## config.mk

```make
export PLATFORM = sky130hd
export DESIGN_NAME = vga_display_arbiter_flat
export DESIGN_NICKNAME = d
export VERILOG_FILES = /design/src/rtl/vga_display_arbiter_pkg.sv /design/src/rtl/vga_display_arbiter_if.sv /design/src/rtl/vga_display_arbiter_rgb_fader.sv /design/src/rtl/vga_display_arbiter.sv /design/src/flat_wrapper.sv
export SDC_FILE = /design/constraint.sdc
export NUM_CORES = 1
export LEC_CHECK = 0
export CORE_AREA = 2 2 100 174
export CTS_BUF_LIST = sky130_fd_sc_hd__clkbuf_16
export CTS_CLUSTER_SIZE = 16
export DETAILED_ROUTE_END_ITERATION = 8
export DIE_AREA = 0 0 102 176
export SYNTH_ARGS = -nofsm -noshare
export SYNTH_HDL_FRONTEND = slang
export SYNTH_SLANG_ARGS = --single-unit
```

## constraint.sdc

```tcl
create_clock -name clk -period 4.4 [get_ports clk]
set_clock_uncertainty 0.1 [all_clocks]
set_input_delay 0.88 -clock clk [delete_from_list [all_inputs] [get_ports clk]]
set_output_delay 0.88 -clock clk [all_outputs]
set_load 0.01 [all_outputs]
```

## src/rtl/vga_display_arbiter_pkg.sv

```systemverilog
// Shared definitions for the VGA display arbiter: source indices, FSM states,
// the black colour and the fixed-priority winner helper.
package vga_display_arbiter_pkg;

    localparam int N_SRC       = 3;
    localparam int SRC_WELCOME = 0;
    localparam int SRC_APP     = 1;
    localparam int SRC_TERM    = 2;

    typedef logic [23:0]      rgb_t;
    typedef logic [N_SRC-1:0] src_mask_t;

    localparam rgb_t RGB_BLACK = 24'h000000;

    localparam src_mask_t GNT_WELCOME = 3'b001 << SRC_WELCOME;
    localparam src_mask_t GNT_APP     = 3'b001 << SRC_APP;
    localparam src_mask_t GNT_TERM    = 3'b001 << SRC_TERM;

    typedef enum logic [1:0] {
        IDLE,
        FADE_IN,
        SHOW,
        FADE_OUT
    } arb_state_t;

    // Isolates the lowest set bit, so a one-hot result with a smaller numeric
    // value always means a higher-priority source.
    function automatic src_mask_t pick_winner(input src_mask_t req);
        return req & (~req + 3'd1);
    endfunction

endpackage

```

## src/rtl/vga_display_arbiter_if.sv

```systemverilog
// Bundle between the per-screen generators / VGA timing side and the arbiter.
interface vga_display_arbiter_if;
    import vga_display_arbiter_pkg::*;

    logic       frame_start;
    logic [9:0] h_addr;
    logic [9:0] v_addr;
    src_mask_t  req;
    rgb_t       rgb_welcome;
    rgb_t       rgb_app;
    rgb_t       rgb_term;
    src_mask_t  grant;
    logic       busy;
    rgb_t       rgb_out;

    modport slave (
        input  frame_start, h_addr, v_addr, req,
        input  rgb_welcome, rgb_app, rgb_term,
        output grant, busy, rgb_out
    );

    modport master (
        output frame_start, h_addr, v_addr, req,
        output rgb_welcome, rgb_app, rgb_term,
        input  grant, busy, rgb_out
    );

endinterface

```

## src/rtl/vga_display_arbiter_rgb_fader.sv

```systemverilog
// Combinational brightness scaling: each 8-bit channel becomes
// (channel * level) >> FADE_SHIFT, so the top level passes the colour unchanged.
module vga_display_arbiter_rgb_fader
    import vga_display_arbiter_pkg::*;
#(
    parameter int FADE_SHIFT = 3
) (
    input  rgb_t              i_rgb,
    input  logic [FADE_SHIFT:0] i_level,
    output rgb_t              o_rgb
);

    for (genvar ch = 0; ch < 3; ch++) begin : g_ch
        logic [8+FADE_SHIFT:0] w_prod;

        assign w_prod = {{(FADE_SHIFT+1){1'b0}}, i_rgb[8*ch +: 8]} * {8'd0, i_level};
        assign o_rgb[8*ch +: 8] = w_prod[FADE_SHIFT +: 8];
    end

endmodule

```

## src/rtl/vga_display_arbiter.sv

```systemverilog
// Fixed-priority owner of the VGA colour output; ownership changes only at
// frame boundaries through a frame-stepped fade-out / fade-in.
module vga_display_arbiter
    import vga_display_arbiter_pkg::*;
#(
    parameter int FADE_SHIFT = 3,
    parameter int H_ACTIVE   = 640,
    parameter int V_ACTIVE   = 480
) (
    input logic                   clk,
    input logic                   rst,
    vga_display_arbiter_if.slave  bus
);

    localparam logic [FADE_SHIFT:0] LEVEL_ZERO = '0;
    localparam logic [FADE_SHIFT:0] LEVEL_ONE  = {{FADE_SHIFT{1'b0}}, 1'b1};
    localparam logic [FADE_SHIFT:0] LEVEL_MAX  = {1'b1, {FADE_SHIFT{1'b0}}};
    localparam logic [9:0]          H_LIM      = 10'(H_ACTIVE);
    localparam logic [9:0]          V_LIM      = 10'(V_ACTIVE);

    arb_state_t          r_state;
    arb_state_t          w_state_nxt;
    src_mask_t           r_grant;
    src_mask_t           w_grant_nxt;
    logic [FADE_SHIFT:0] r_level;
    logic [FADE_SHIFT:0] w_level_nxt;
    logic [FADE_SHIFT:0] w_level_inc;
    src_mask_t           w_winner;
    logic                w_owner_req;
    logic                w_preempt;
    rgb_t                w_src;
    rgb_t                w_faded;
    logic                w_visible;
    rgb_t                r_rgb_out;

    // NOTE: sequential state uses non-blocking assignments so every register
    // samples the pre-edge values regardless of statement order.
    always_ff @(posedge clk) begin
        if (rst) begin
            r_state <= IDLE;
            r_grant <= '0;
            r_level <= LEVEL_ZERO;
        end else begin
            r_state <= w_state_nxt;
            r_grant <= w_grant_nxt;
            r_level <= w_level_nxt;
        end
    end

    // NOTE: every output of this block gets a default first, so no path can
    // leave a signal unassigned and infer a latch.
    always_comb begin
        w_state_nxt = r_state;
        w_grant_nxt = r_grant;
        w_level_nxt = r_level;
        w_winner    = pick_winner(bus.req);
        w_owner_req = |(bus.req & r_grant);
        w_preempt   = (w_winner != '0) && (w_winner < r_grant);
        w_level_inc = r_level + LEVEL_ONE;

        if (bus.frame_start) begin
            case (r_state)
                IDLE: begin
                    if (w_winner != '0) begin
                        w_grant_nxt = w_winner;
                        w_level_nxt = LEVEL_ZERO;
                        w_state_nxt = FADE_IN;
                    end
                end
                FADE_IN: begin
                    if (!w_owner_req || w_preempt) begin
                        w_state_nxt = FADE_OUT;
                    end else begin
                        w_level_nxt = w_level_inc;
                        if (w_level_inc == LEVEL_MAX) w_state_nxt = SHOW;
                    end
                end
                SHOW: begin
                    if (!w_owner_req || w_preempt) w_state_nxt = FADE_OUT;
                end
                FADE_OUT: begin
                    // An owner dropped at level 0 is released on the next frame.
                    if (r_level <= LEVEL_ONE) begin
                        w_level_nxt = LEVEL_ZERO;
                        w_grant_nxt = '0;
                        w_state_nxt = IDLE;
                    end else begin
                        w_level_nxt = r_level - LEVEL_ONE;
                    end
                end
                default: begin
                    w_level_nxt = LEVEL_ZERO;
                    w_grant_nxt = '0;
                    w_state_nxt = IDLE;
                end
            endcase
        end
    end

    always_comb begin
        case (r_grant)
            GNT_WELCOME: w_src = bus.rgb_welcome;
            GNT_APP:     w_src = bus.rgb_app;
            GNT_TERM:    w_src = bus.rgb_term;
            default:     w_src = RGB_BLACK;
        endcase
    end

    vga_display_arbiter_rgb_fader #(
        .FADE_SHIFT (FADE_SHIFT)
    ) u_fader (
        .i_rgb   (w_src),
        .i_level (r_level),
        .o_rgb   (w_faded)
    );

    assign w_visible = (bus.h_addr < H_LIM) && (bus.v_addr < V_LIM);

    always_ff @(posedge clk) begin
        if (rst) r_rgb_out <= RGB_BLACK;
        else     r_rgb_out <= w_visible ? w_faded : RGB_BLACK;
    end

    assign bus.grant   = r_grant;
    assign bus.busy    = (r_state == FADE_IN) || (r_state == FADE_OUT);
    assign bus.rgb_out = r_rgb_out;

endmodule

```

## src/flat_wrapper.sv

```systemverilog
// flat-port wrapper written by rule: the top's interface ports become plain ports
module vga_display_arbiter_flat import vga_display_arbiter_pkg::*;
#(
    parameter int FADE_SHIFT = 3,
    parameter int H_ACTIVE   = 640,
    parameter int V_ACTIVE   = 480
)
  (clk, rst, bus_frame_start, bus_h_addr, bus_v_addr, bus_req, bus_rgb_welcome, bus_rgb_app, bus_rgb_term, bus_grant, bus_busy, bus_rgb_out);
  vga_display_arbiter_if bus_i ();
  input logic clk;
  input logic rst;
  input wire logic [$bits(bus_i.frame_start)-1:0] bus_frame_start;
  input wire logic [$bits(bus_i.h_addr)-1:0] bus_h_addr;
  input wire logic [$bits(bus_i.v_addr)-1:0] bus_v_addr;
  input wire logic [$bits(bus_i.req)-1:0] bus_req;
  input wire logic [$bits(bus_i.rgb_welcome)-1:0] bus_rgb_welcome;
  input wire logic [$bits(bus_i.rgb_app)-1:0] bus_rgb_app;
  input wire logic [$bits(bus_i.rgb_term)-1:0] bus_rgb_term;
  output wire logic [$bits(bus_i.grant)-1:0] bus_grant;
  output wire logic [$bits(bus_i.busy)-1:0] bus_busy;
  output wire logic [$bits(bus_i.rgb_out)-1:0] bus_rgb_out;
  assign bus_i.frame_start = bus_frame_start;
  assign bus_i.h_addr = bus_h_addr;
  assign bus_i.v_addr = bus_v_addr;
  assign bus_i.req = bus_req;
  assign bus_i.rgb_welcome = bus_rgb_welcome;
  assign bus_i.rgb_app = bus_rgb_app;
  assign bus_i.rgb_term = bus_rgb_term;
  assign bus_grant = bus_i.grant;
  assign bus_busy = bus_i.busy;
  assign bus_rgb_out = bus_i.rgb_out;
  vga_display_arbiter #(.FADE_SHIFT(FADE_SHIFT), .H_ACTIVE(H_ACTIVE), .V_ACTIVE(V_ACTIVE)) u_core (.clk(clk), .rst(rst), .bus(bus_i));
endmodule
```

==> reports/qor.yml <==
post-route-worst-setup-slack_ns: 0.132
cell_with_the_most_instances_after_synthesis: "sky130_fd_sc_hd__nor2_1"
power_frac_seq_pct: 29.5
synth.net_count: 760
totalNegativeSetupSlack_ns: 0
netlist_area_mm2: 0.00454
fin_crit_ns: 4.27
final-setup-viol-count: 0
grt_pass1_wl_mm: 22.6
power_total_mw: 1.09
netSwitchingFraction_pct: 33.7
worst-endpoint-arrival_ns: 4.38
place.port_buffers: 113
share_clk_of_total_power_pct: 31.9
critical_path_class: "in2reg"
power.share.combinational_pct: 38.6
postPlaceCellArea_mm2: 0.00647
utilization_pct: 41.7
ys_ff_latch: 33
cp.required_ns: 4.51
floorplan.die_area_mm2: 0.0180
placedCellCount: 975
synth_area_leader_cell: "sky130_fd_sc_hd__fa_1"
dieWidth_um: 102
critical_path.slowest_cell: "sky130_fd_sc_hd__fa_1"
met3_wirelength_um: 574
netSwitchingPower_uw: 367
fin_worst_hold_slack_ns: 0.417
worstHoldPathType: "reg2reg"
final_cell_count_no_fill: 989
path_cells: "clkdlybuf4s50_1, and2_1, a222oi_1, buf_4, nand2b_4, fa_1, inv_2, fa_1, inv_2, fa_2, nor2b_2, o31a_1, o32a_1, or2_1, mux2i_1"
vias: 4752
finalMaxSlewViolations: 0
route.met2.wl_mm: 7.81
clk_pin_slew_worst_paths_ns: 0.06
final_nets: 946
synth_top_cells_by_count: "sky130_fd_sc_hd__nor2_1 (79), sky130_fd_sc_hd__inv_1 (61), sky130_fd_sc_hd__ha_1 (47)"
floorplan.initialDensity_pct: 27.6
row_count: 62
worstSetupEndpointType: "register"
maxClockFrequency_ghz: 0.234
clk_path_buf_depth: 2
routed_wire_length_per_instance_um: 14.6
cts-root-buf: "sky130_fd_sc_hd__clkbuf_16"
power_density_relative_to_cell_area_mw_per_mm2: 159
status: "complete, no violations"
preCtsSetupSlack_ns: -0.306
grt_max_degree: 22
globalRouteTotalUtil_pct: 16.0
cts_num_sinks: 33
top_layer_used: "met4"
top_level_ports: 126
final_antenna_net_count: 0
synth.yosys.seq_area_share_pct: 14.6
synth_cells: 579
final_layout_size_suffix_gt1_share_pct: 18.2
drtPass1Iterations: 5
post_synth.cell_area_avg_um2: 7.84
synth_flop_cell: "sky130_fd_sc_hd__dfxtp_1"
core_area_mm2: 0.0164
first_global_vias: 4869
worst-path-max-fanout: 3
chipHeight_um: 176
final_min_period_over_clock_period_pct: 97.0
route.detailed.drc: 0
antenna_found_initial: 0
first_iter_violations: 139
dp.final_hpwl_mm: 11.8
cap_viol_max_count: 0
overflow: 0
numCtsBuffers: 5
areaGrowthSynthToFinish_pct: 51.1
worstSetupStartpointType: "input port"
cellLeakagePower_nw: 3.01
cellInternalPower_uw: 723
insertion_delay_ns: 0.29
max_stage_delay_ns: 0.44
synth_edf_count: 0
stdcell_area_mm2: 0.00686
routedLengthMet1_mm: 5.56
cells_taking_the_most_area_after_synthesis: "sky130_fd_sc_hd__fa_1 (16%), sky130_fd_sc_hd__dfxtp_1 (15%), sky130_fd_sc_hd__ha_1 (13%)"
timing_worst_slew_pin_value_ns: 0.793
cts_htree_levels: 2
insertedDiodeCount: 0
gp_congestion: 0.835
synthDistinctLibCells: 53
yosys_warnings: 0
hold_viol: 0
post_synthesis_async_set_or_reset_flop_share_pct: 0
slew_headroom_pct: 46.7
viasPerCell: 4.80
tritoncts: "yes"
vdd.ir_drop.worst_mv: 0.103
synthDominantCellAreaShare_pct: 15.9
final_wl_mm: 14.4
sequential cells by signal, summed over array words and instances (netlist names):
signal / cells
u_core.r_level: 4
u_core.r_state: 2
u_core.bus.rgb_out: 24
u_core.bus.grant: 3
cell families after synthesis:
| group | Yosys count | synth area share (%) |
|---|---|---|
| simple gates | 231 | 26.3 |
| compound gates | 132 | 20.2 |
| buf+inv | 86 | 7.25 |
| fa+ha+maj | 83 | 28.8 |
| flops | 33 | 14.6 |
| xor+xnor | 8 | 1.54 |
| mux | 6 | 1.32 |
worst max-delay path: cells and delay by family:
family,cells,cell delay [ns]
adder cells (fa/ha/maj),3,1.08
AND/OR/NAND/NOR,4,0.51
multiplexers,1,0.13
buffers and inverters,4,0.75
AO/OA/AOI/OAI,3,1.02
cell type report:
cell class                      instances  area, um2
Timing Repair Buffer                  202       1810
Clock buffer                            5        125
Sequential cell                        33        662
Fill cell                            1714       9590
Inverter                               63        236
Clock inverter                          2       7.51
Multi-Input combinational cell        460       3740
Tap cell                              224        280
routing by layer:
metal	GRT usage (%)	up-vias
met2	30.0	123
met5	0	-
li1	-	2354
met3	1.82	21
met4	7.17	0
met1	17.5	2254
power groups by stage:
stage                     logic (mW)  clock network (mW)  registers [mW]
final                          0.421               0.348           0.321
after CTS                      0.406               0.357           0.321
after floorplan                0.191                   0           0.326
after detailed placement       0.404                   0           0.327
after global placement         0.402                   0           0.327
after global routing           0.461               0.366           0.322
cell usage in the layout (no fill, tap or decap), types with 7 or more instances in the layout:
cell type                           n
sky130_fd_sc_hd__clkdlybuf4s50_1  111
sky130_fd_sc_hd__buf_4             88
sky130_fd_sc_hd__nor2_1            78
sky130_fd_sc_hd__inv_1             54
sky130_fd_sc_hd__ha_1              41
sky130_fd_sc_hd__fa_1              34
sky130_fd_sc_hd__dfxtp_1           32
sky130_fd_sc_hd__nor2b_1           29
sky130_fd_sc_hd__nand2_1           28
sky130_fd_sc_hd__a21oi_1           23
sky130_fd_sc_hd__nand2b_1          17
sky130_fd_sc_hd__nor3_1            17
sky130_fd_sc_hd__o21a_1            17
sky130_fd_sc_hd__a21o_1            16
sky130_fd_sc_hd__a22oi_1           14
sky130_fd_sc_hd__and2_1            11
sky130_fd_sc_hd__o21ai_0            9
sky130_fd_sc_hd__inv_2              8
sky130_fd_sc_hd__a21oi_2            7
sky130_fd_sc_hd__a222oi_1           7
path summary, 6_finish.rpt:
check,start,endpoint,slack (ns),depth (start not counted)
worst max register to register,u_core.bus.grant[0],u_core.bus.rgb_out[23],0.23,15
worst max-delay path,bus_rgb_app[9],u_core.bus.rgb_out[15],0.13,15
worst min-delay path,u_core.r_state[0],u_core.r_state[0],0.42,2
worst min register to register,u_core.r_state[0],u_core.r_state[0],0.42,2
timing repair:
action / in CTS / in global routing
setup endpoints to repair: 2 / 13
pin swaps: 5 / 25
gates resized for setup: 2 / 43
buffers inserted: 0 / 7
hold buffers: 0 / 0
cloned: 0 / 0
No activity file was read; power rests on OpenSTA's default activity.
